$ cat src/rtl/fifo_pkg.sv
// Shared constants and helpers for fifo_sync and its companions.
// Status bus layout: [0] empty, [1] full, [ADDR_WIDTH+1:2] fill.
// Also holds the read-issue budget check used by the reader.
package fifo_pkg;

    localparam int ST_EMPTY    = 0;
    localparam int ST_FULL     = 1;
    localparam int ST_FILL_LSB = 2;

    // True when one more read still fits in a 2-entry buffer, counting
    // words already held, the word in flight, and the word leaving now.
    // occ >= pop always holds, so the 3-bit sum never wraps.
    function automatic logic can_issue(input logic [1:0] occ,
                                       input logic       infl,
                                       input logic       pop);
        logic [2:0] sum;
        sum = {1'b0, occ} + {2'b00, infl} - {2'b00, pop};
        return (sum < 3'd2);
    endfunction

endpackage

$ cat src/rtl/fifo_sync_reader_if.sv
// Downstream word stream of the FIFO reader: valid/data/ready.
// Ports: valid, data (source to sink), ready (sink to source).
// master = word source (reader), slave = word consumer.
interface fifo_sync_reader_if #(
    parameter int DATA_WIDTH = 8
);
    logic                  valid;
    logic [DATA_WIDTH-1:0] data;
    logic                  ready;

    modport master (output valid, output data, input ready);
    modport slave  (input valid, input data, output ready);
endinterface

$ cat src/rtl/fifo_skid_buf2.sv
// 2-entry circular buffer holding words already read out of the FIFO.
// Latency: a pushed word is visible at o_head_data the following cycle.
// Backpressure: none internally; the caller never pushes into a full buffer.
// Ports: i_clk, i_rstn (sync, active-low), i_push/i_push_data, i_pop,
//        i_flush (priority over push/pop), o_head_data, o_count[1:0].
module fifo_skid_buf2
    import fifo_pkg::*;
#(
    parameter int DATA_WIDTH = 8
) (
    input  logic                  i_clk,
    input  logic                  i_rstn,
    input  logic                  i_push,
    input  logic [DATA_WIDTH-1:0] i_push_data,
    input  logic                  i_pop,
    input  logic                  i_flush,
    output logic [DATA_WIDTH-1:0] o_head_data,
    output logic [1:0]            o_count
);

    logic [DATA_WIDTH-1:0] mem_q [2];
    logic [DATA_WIDTH-1:0] mem_d [2];
    logic                  head_q, head_d;
    logic                  tail_q, tail_d;
    logic [1:0]            count_q, count_d;

    always_comb begin
        mem_d   = mem_q;
        head_d  = head_q;
        tail_d  = tail_q;
        count_d = count_q;
        if (i_flush) begin
            head_d  = 1'b0;
            tail_d  = 1'b0;
            count_d = 2'd0;
        end else begin
            if (i_push) begin
                mem_d[tail_q] = i_push_data;
                tail_d        = ~tail_q;
            end
            if (i_pop) begin
                head_d = ~head_q;
            end
            count_d = count_q + {1'b0, i_push} - {1'b0, i_pop};
        end
    end

    always_ff @(posedge i_clk) begin
        if (!i_rstn) begin
            head_q  <= 1'b0;
            tail_q  <= 1'b0;
            count_q <= 2'd0;
        end else begin
            head_q  <= head_d;
            tail_q  <= tail_d;
            count_q <= count_d;
        end
    end

    // Storage is not reset; contents are only looked at when count != 0.
    always_ff @(posedge i_clk) begin
        mem_q <= mem_d;
    end

    assign o_head_data = mem_q[head_q];
    assign o_count     = count_q;

endmodule

$ cat src/rtl/fifo_sync_reader.sv
// Drains fifo_sync and presents its words as a registered valid/ready stream.
// Latency: read at t, FIFO data at t+1, o_valid at t+2; 1 word/cycle sustained.
// Backpressure: reads are budgeted against a 2-entry buffer; never underruns.
// Ports: i_clk, i_rstn (sync, active-low); FIFO side o_fifo_rd, i_fifo_data,
//        i_fifo_status, i_fifo_error; stream side strm (valid/data/ready);
//        i_flush, o_level (buffered words), o_fifo_err (sticky FIFO error).
module fifo_sync_reader
    import fifo_pkg::*;
#(
    parameter int DATA_WIDTH = 8,
    parameter int ADDR_WIDTH = 9
) (
    input  logic                    i_clk,
    input  logic                    i_rstn,
    output logic                    o_fifo_rd,
    input  logic [DATA_WIDTH-1:0]   i_fifo_data,
    input  logic [ADDR_WIDTH+1:0]   i_fifo_status,
    input  logic                    i_fifo_error,
    fifo_sync_reader_if.master      strm,
    input  logic                    i_flush,
    output logic [1:0]              o_level,
    output logic                    o_fifo_err
);

    logic       infl_q, infl_d;
    logic       fifo_err_q, fifo_err_d;
    logic [1:0] occ;
    logic       pop;
    logic       drop;
    logic       capture;
    logic       fifo_empty;

    // Full and fill are informational; they never gate reads.
    logic unused_status;
    assign unused_status = ^{i_fifo_status[ADDR_WIDTH+1:ST_FILL_LSB],
                             i_fifo_status[ST_FULL]};

    assign fifo_empty = i_fifo_status[ST_EMPTY];
    assign pop        = strm.valid && strm.ready;

    // The FIFO updates empty on the same edge as its read pointer, so the
    // current-cycle flag is enough to keep back-to-back reads safe.
    assign o_fifo_rd = i_rstn && !fifo_empty && !i_flush
                       && can_issue(occ, infl_q, pop);

    // A flush on the cycle the in-flight word arrives drops that word.
    assign drop    = i_flush && infl_q;
    assign capture = infl_q && !drop;

    always_comb begin
        infl_d     = o_fifo_rd;
        fifo_err_d = i_flush ? 1'b0 : (fifo_err_q || i_fifo_error);
    end

    always_ff @(posedge i_clk) begin
        if (!i_rstn) begin
            infl_q     <= 1'b0;
            fifo_err_q <= 1'b0;
        end else begin
            infl_q     <= infl_d;
            fifo_err_q <= fifo_err_d;
        end
    end

    fifo_skid_buf2 #(
        .DATA_WIDTH (DATA_WIDTH)
    ) u_buf (
        .i_clk       (i_clk),
        .i_rstn      (i_rstn),
        .i_push      (capture),
        .i_push_data (i_fifo_data),
        .i_pop       (pop),
        .i_flush     (i_flush),
        .o_head_data (strm.data),
        .o_count     (occ)
    );

    assign strm.valid = (occ != 2'd0);
    assign o_level    = occ;
    assign o_fifo_err = fifo_err_q;

endmodule

$ cat src/flat_wrapper.sv
// flat-port wrapper written by rule: the top's interface ports become plain ports
module fifo_sync_reader_flat import fifo_pkg::*;
#(
    parameter int DATA_WIDTH = 8,
    parameter int ADDR_WIDTH = 9
)
  (i_clk, i_rstn, o_fifo_rd, i_fifo_data, i_fifo_status, i_fifo_error, i_flush, o_level, o_fifo_err, strm_valid, strm_data, strm_ready);
  fifo_sync_reader_if #(.DATA_WIDTH(DATA_WIDTH)) strm_i ();
  input  logic i_clk;
  input  logic i_rstn;
  output logic o_fifo_rd;
  input  logic [DATA_WIDTH-1:0] i_fifo_data;
  input  logic [ADDR_WIDTH+1:0] i_fifo_status;
  input  logic i_fifo_error;
  input  logic i_flush;
  output logic [1:0] o_level;
  output logic o_fifo_err;
  output wire logic [$bits(strm_i.valid)-1:0] strm_valid;
  output wire logic [$bits(strm_i.data)-1:0] strm_data;
  input wire logic [$bits(strm_i.ready)-1:0] strm_ready;
  assign strm_valid = strm_i.valid;
  assign strm_data = strm_i.data;
  assign strm_i.ready = strm_ready;
  fifo_sync_reader #(.DATA_WIDTH(DATA_WIDTH), .ADDR_WIDTH(ADDR_WIDTH)) u_core (.i_clk(i_clk), .i_rstn(i_rstn), .o_fifo_rd(o_fifo_rd), .i_fifo_data(i_fifo_data), .i_fifo_status(i_fifo_status), .i_fifo_error(i_fifo_error), .strm(strm_i), .i_flush(i_flush), .o_level(o_level), .o_fifo_err(o_fifo_err));
endmodule
$ cat config.mk
export PLATFORM = sky130hd
export DESIGN_NAME = fifo_sync_reader_flat
export DESIGN_NICKNAME = d
export VERILOG_FILES = /design/src/rtl/fifo_pkg.sv /design/src/rtl/fifo_sync_reader_if.sv /design/src/rtl/fifo_skid_buf2.sv /design/src/rtl/fifo_sync_reader.sv /design/src/flat_wrapper.sv
export SDC_FILE = /design/constraint.sdc
export NUM_CORES = 1
export LEC_CHECK = 0
export ABC_AREA = 1
export CAP_MARGIN = 10
export CORE_ASPECT_RATIO = 1.2
export CORE_MARGIN = 2
export CORE_UTILIZATION = 42
export CTS_CLUSTER_SIZE = 24
export DETAILED_ROUTE_END_ITERATION = 6
export PLACE_DENSITY = 0.84
export SLEW_MARGIN = 20
export SYNTH_ARGS = -nofsm -noshare
export SYNTH_HDL_FRONTEND = slang
export SYNTH_HIERARCHICAL = 1
export SYNTH_SLANG_ARGS = --single-unit
$ cat constraint.sdc
create_clock -name i_clk -period 3.7 [get_ports i_clk]
set_input_delay 0.925 -clock i_clk [delete_from_list [all_inputs] [get_ports i_clk]]
set_output_delay 0.925 -clock i_clk [all_outputs]
set_load 0.05 [all_outputs]
==> flow_summary_export.csv <==
group,metric,value,unit
yosys,synth_nets,104,
clock_tree,clk_latency,0.31,ns
floorplan,die_y,56.94,um
yosys,ys_async_sr_fraction,0,%
clock_tree,root_buffer,"clkbuf_4",
sta,setup_ws,0.1904,ns
route,drc_errors,0,
power_and_ir_drop,clkPwrFrac,36.6,%
route,drt_iter0_drc,10,
critical_path,path_max_fanout,2,
floorplan,dieArea,0.002740,mm2
place,pre_cts_ws,-0.1790,ns
sta,min_period,3.510,ns
grt,grt_max_degree,14,
clock_tree,cts_sinks,22,
place,port_buffers,26,
sta,rsz0062_at_grt,"no",
layout,multi_input_comb_area,319.1,um2
layout,design_area,0.001351,mm2
clock_tree,numCtsBuffers,3,
floorplan,num_rows,19,
critical_path,critPathLaunchType,"input pin",
sta,setup_viol,0,
layout,fin_util,59.83,%
power_and_ir_drop,power_frac_comb,9.1,%
critical_path,rr_endpoint,"u_core/infl_q",
layout,fillers,180,
sta,fin_skew,0.003196,ns
floorplan,start_util,43.43,%
yosys,seq_area_frac_synth,61.22,%
layout,final_cells,139,
grt,grt_pass1_wl,2773,um
yosys,yosysUniqueCellTypes,20,
power_and_ir_drop,sw_frac_of_total,19.11,%
job,cap_violations,0,
clock_tree,cts_tree,"done",
sta,slew_headroom,62.50,%
layout,nets,137,
layout,drive_gt1_share,20.37,%
floorplan,core-area,0.002258,mm2
layout,seq_area,600.6,um2
sta,fin_crit_sh,94.85,%
place,hpwlAfterDp,1265,um
clock_tree,h-tree-depth,1,
route,firstDrtPassIters,4,
sta,drv_slew,0,
floorplan,ios,37,
place,gp_congestion,0.7188,
yosys,syn_area,980.9,um2
clock_tree,postCtsHoldBufs,0,
critical_path,crit_arrival,2.58,ns
critical_path,setup.worst_path.end,"o_fifo_rd",
yosys,ys.flop_type,"edfxtp_1",
route,ant_nets,0,
yosys,synth_cells,76,
layout,n_antenna_cell,0,
sta,tightest_slew,0.5617,ns
floorplan,die_w,48.12,um
sta,tns,0,ns
min_path,hp-class,"register to register",
route,routed-via-count,642,
grt,grt_pass1_vias,679,
power_and_ir_drop,seqPwrFrac,54.4,%
power_and_ir_drop,power_density,364.8,mW/mm2
power_and_ir_drop,power_leakage,0.5206,nW
layout,final_common_cell,"clkdlybuf4s50_1",
sta,fin_hold_ws,0.4699,ns
critical_path,r2r_start,"u_core/u_buf/o_count[1]",
yosys,ys_ff_latch,22,
sta,finalHoldViolCount,0,
route,via_per_inst,4.619,
place,placed_cell_area,0.001304,mm2
clock_tree,cts.clk_slew.worst_paths,0.11,ns
yosys,yosysWarnings,6,
yosys,synth_area_per_cell,12.91,um2
layout,area_growth_syn_to_layout,37.76,%
power_and_ir_drop,p_int,398.7,uW
route,wl_per_cell,11.87,um
sta,fmax,0.2849,GHz
route,postRouteWirelength,1650,um
place,placed_cells,135,
outcome,status,"complete, no violations",
critical_path,regToRegSetupSlack,1.75,ns
clock_tree,cts.path.max_buffers,2,
critical_path,crit_start,"strm_ready",
critical_path,critical_path_class,"input pin to primary output",
power_and_ir_drop,finalPower,492.9,uW
grt,grt_util_all_layers,14.60,%
yosys,synth_edf_count,16,
critical_path,worst_ep_required_time,2.77,ns
layout,final_cell_mix,"clkdlybuf4s50_1 (24), edfxtp_1 (16), inv_1 (13), mux2_4 (8)",
critical_path,reg2reg_depth,8,
critical_path,cp-end-kind,"primary output",
grt,antenna_found_initial,0,
power_and_ir_drop,ir_drop,0.2960,mV
power_and_ir_drop,switching_power,94.22,uW
grt,grt_overflow,0,
[how the worst min path moves through the flow]
stage                        startpoint  cells past startpoint                  end  slack [ns]
global placement      u_core/o_fifo_err                      1    u_core/o_fifo_err        0.44
finish                u_core/o_fifo_err                      1    u_core/o_fifo_err        0.47
global route          u_core/o_fifo_err                      1    u_core/o_fifo_err        0.51
floorplan           u_core/u_buf/tail_q                      2  u_core/u_buf/tail_q        0.46
detailed placement    u_core/o_fifo_err                      1    u_core/o_fifo_err        0.45
CTS                   u_core/o_fifo_err                      1    u_core/o_fifo_err        0.48
[layout make-up]
cell class | instances | area share (%)
timing repair buffer | 29 | 21.30
clock inverter | 1 | 2.222
clock buffer | 3 | 1.667
inverter | 14 | 3.889
multi-input combinational | 39 | 23.61
tap | 31 | 2.870
sequential | 22 | 44.44
[registers in the layout, summed over array words and instances, names as in the netlist]
| name | cells |
|---|---|
| u_core/infl_q | 1 |
| u_core/o_fifo_err | 1 |
| u_core/u_buf/head_q | 1 |
| u_core/u_buf/mem_q | 16 |
| u_core/u_buf/o_count | 2 |
| u_core/u_buf/tail_q | 1 |
[per-layer routing]
metal | track usage, % | up-vias | share of wire, %
li1 | - | 316 | -
met2 | 26.10 | 22 | 56
met5 | 0 | - | 0
met1 | 15.06 | 301 | 37
met4 | 6.950 | 0 | 1.7
met3 | 3.165 | 3 | 5.5
[power by group through the flow]
stage | registers, mW | clock network, mW | logic (mW)
after floorplan | 0.276 | 0 | 0.0177
after global placement | 0.273 | 0 | 0.0439
after detailed placement | 0.274 | 0 | 0.0453
after CTS | 0.268 | 0.184 | 0.0453
after global routing | 0.268 | 0.192 | 0.0480
final | 0.268 | 0.180 | 0.0446
[logic make-up (layout without fill, tap and decap cells)]
| family | count (synthesis) | after routing | share of synthesized area (%) |
|---|---|---|---|
| compound gates | 5 | 5 | 3.060 |
| buf+inv | 15 | 47 | 6.505 |
| mux | 8 | 8 | 12.25 |
| flops | 22 | 22 | 61.22 |
| simple gates | 21 | 21 | 10.20 |
| fa+ha+maj | 4 | 4 | 5.868 |
| xor+xnor | 1 | 1 | 0.8930 |
[worst max-delay path: stages]
cell and delay (ns):
clkbuf_2 0.08, o21a_1 0.11, ha_1 0.26, or2_1 0.24
fa_1 0.48, inv_1 0.04, nor2_1 0.08, nand2_1 0.09
nor2_2 0.14, buf_12 0.15
[Yosys cell counts (2+ instances only)]
cell | n | area, um2
nor3_1 | 2 | 10.01
ha_1 | 3 | 37.54
nand2_2 | 2 | 12.51
o21a_1 | 2 | 15.01
mux2_4 | 8 | 120.1
edfxtp_1 | 16 | 480.5
nor2_1 | 7 | 26.28
inv_1 | 13 | 48.80
dfxtp_1 | 6 | 120.1
nand2_1 | 6 | 22.52
a21oi_1 | 2 | 10.01
[what timing repair did]
action,CTS,global route
setup buffers,0,0
setup endpoints to repair,1,1
pin swaps,5,5
resized for setup,2,1
gates cloned,0,0
(Power assumes the default switching activity.)
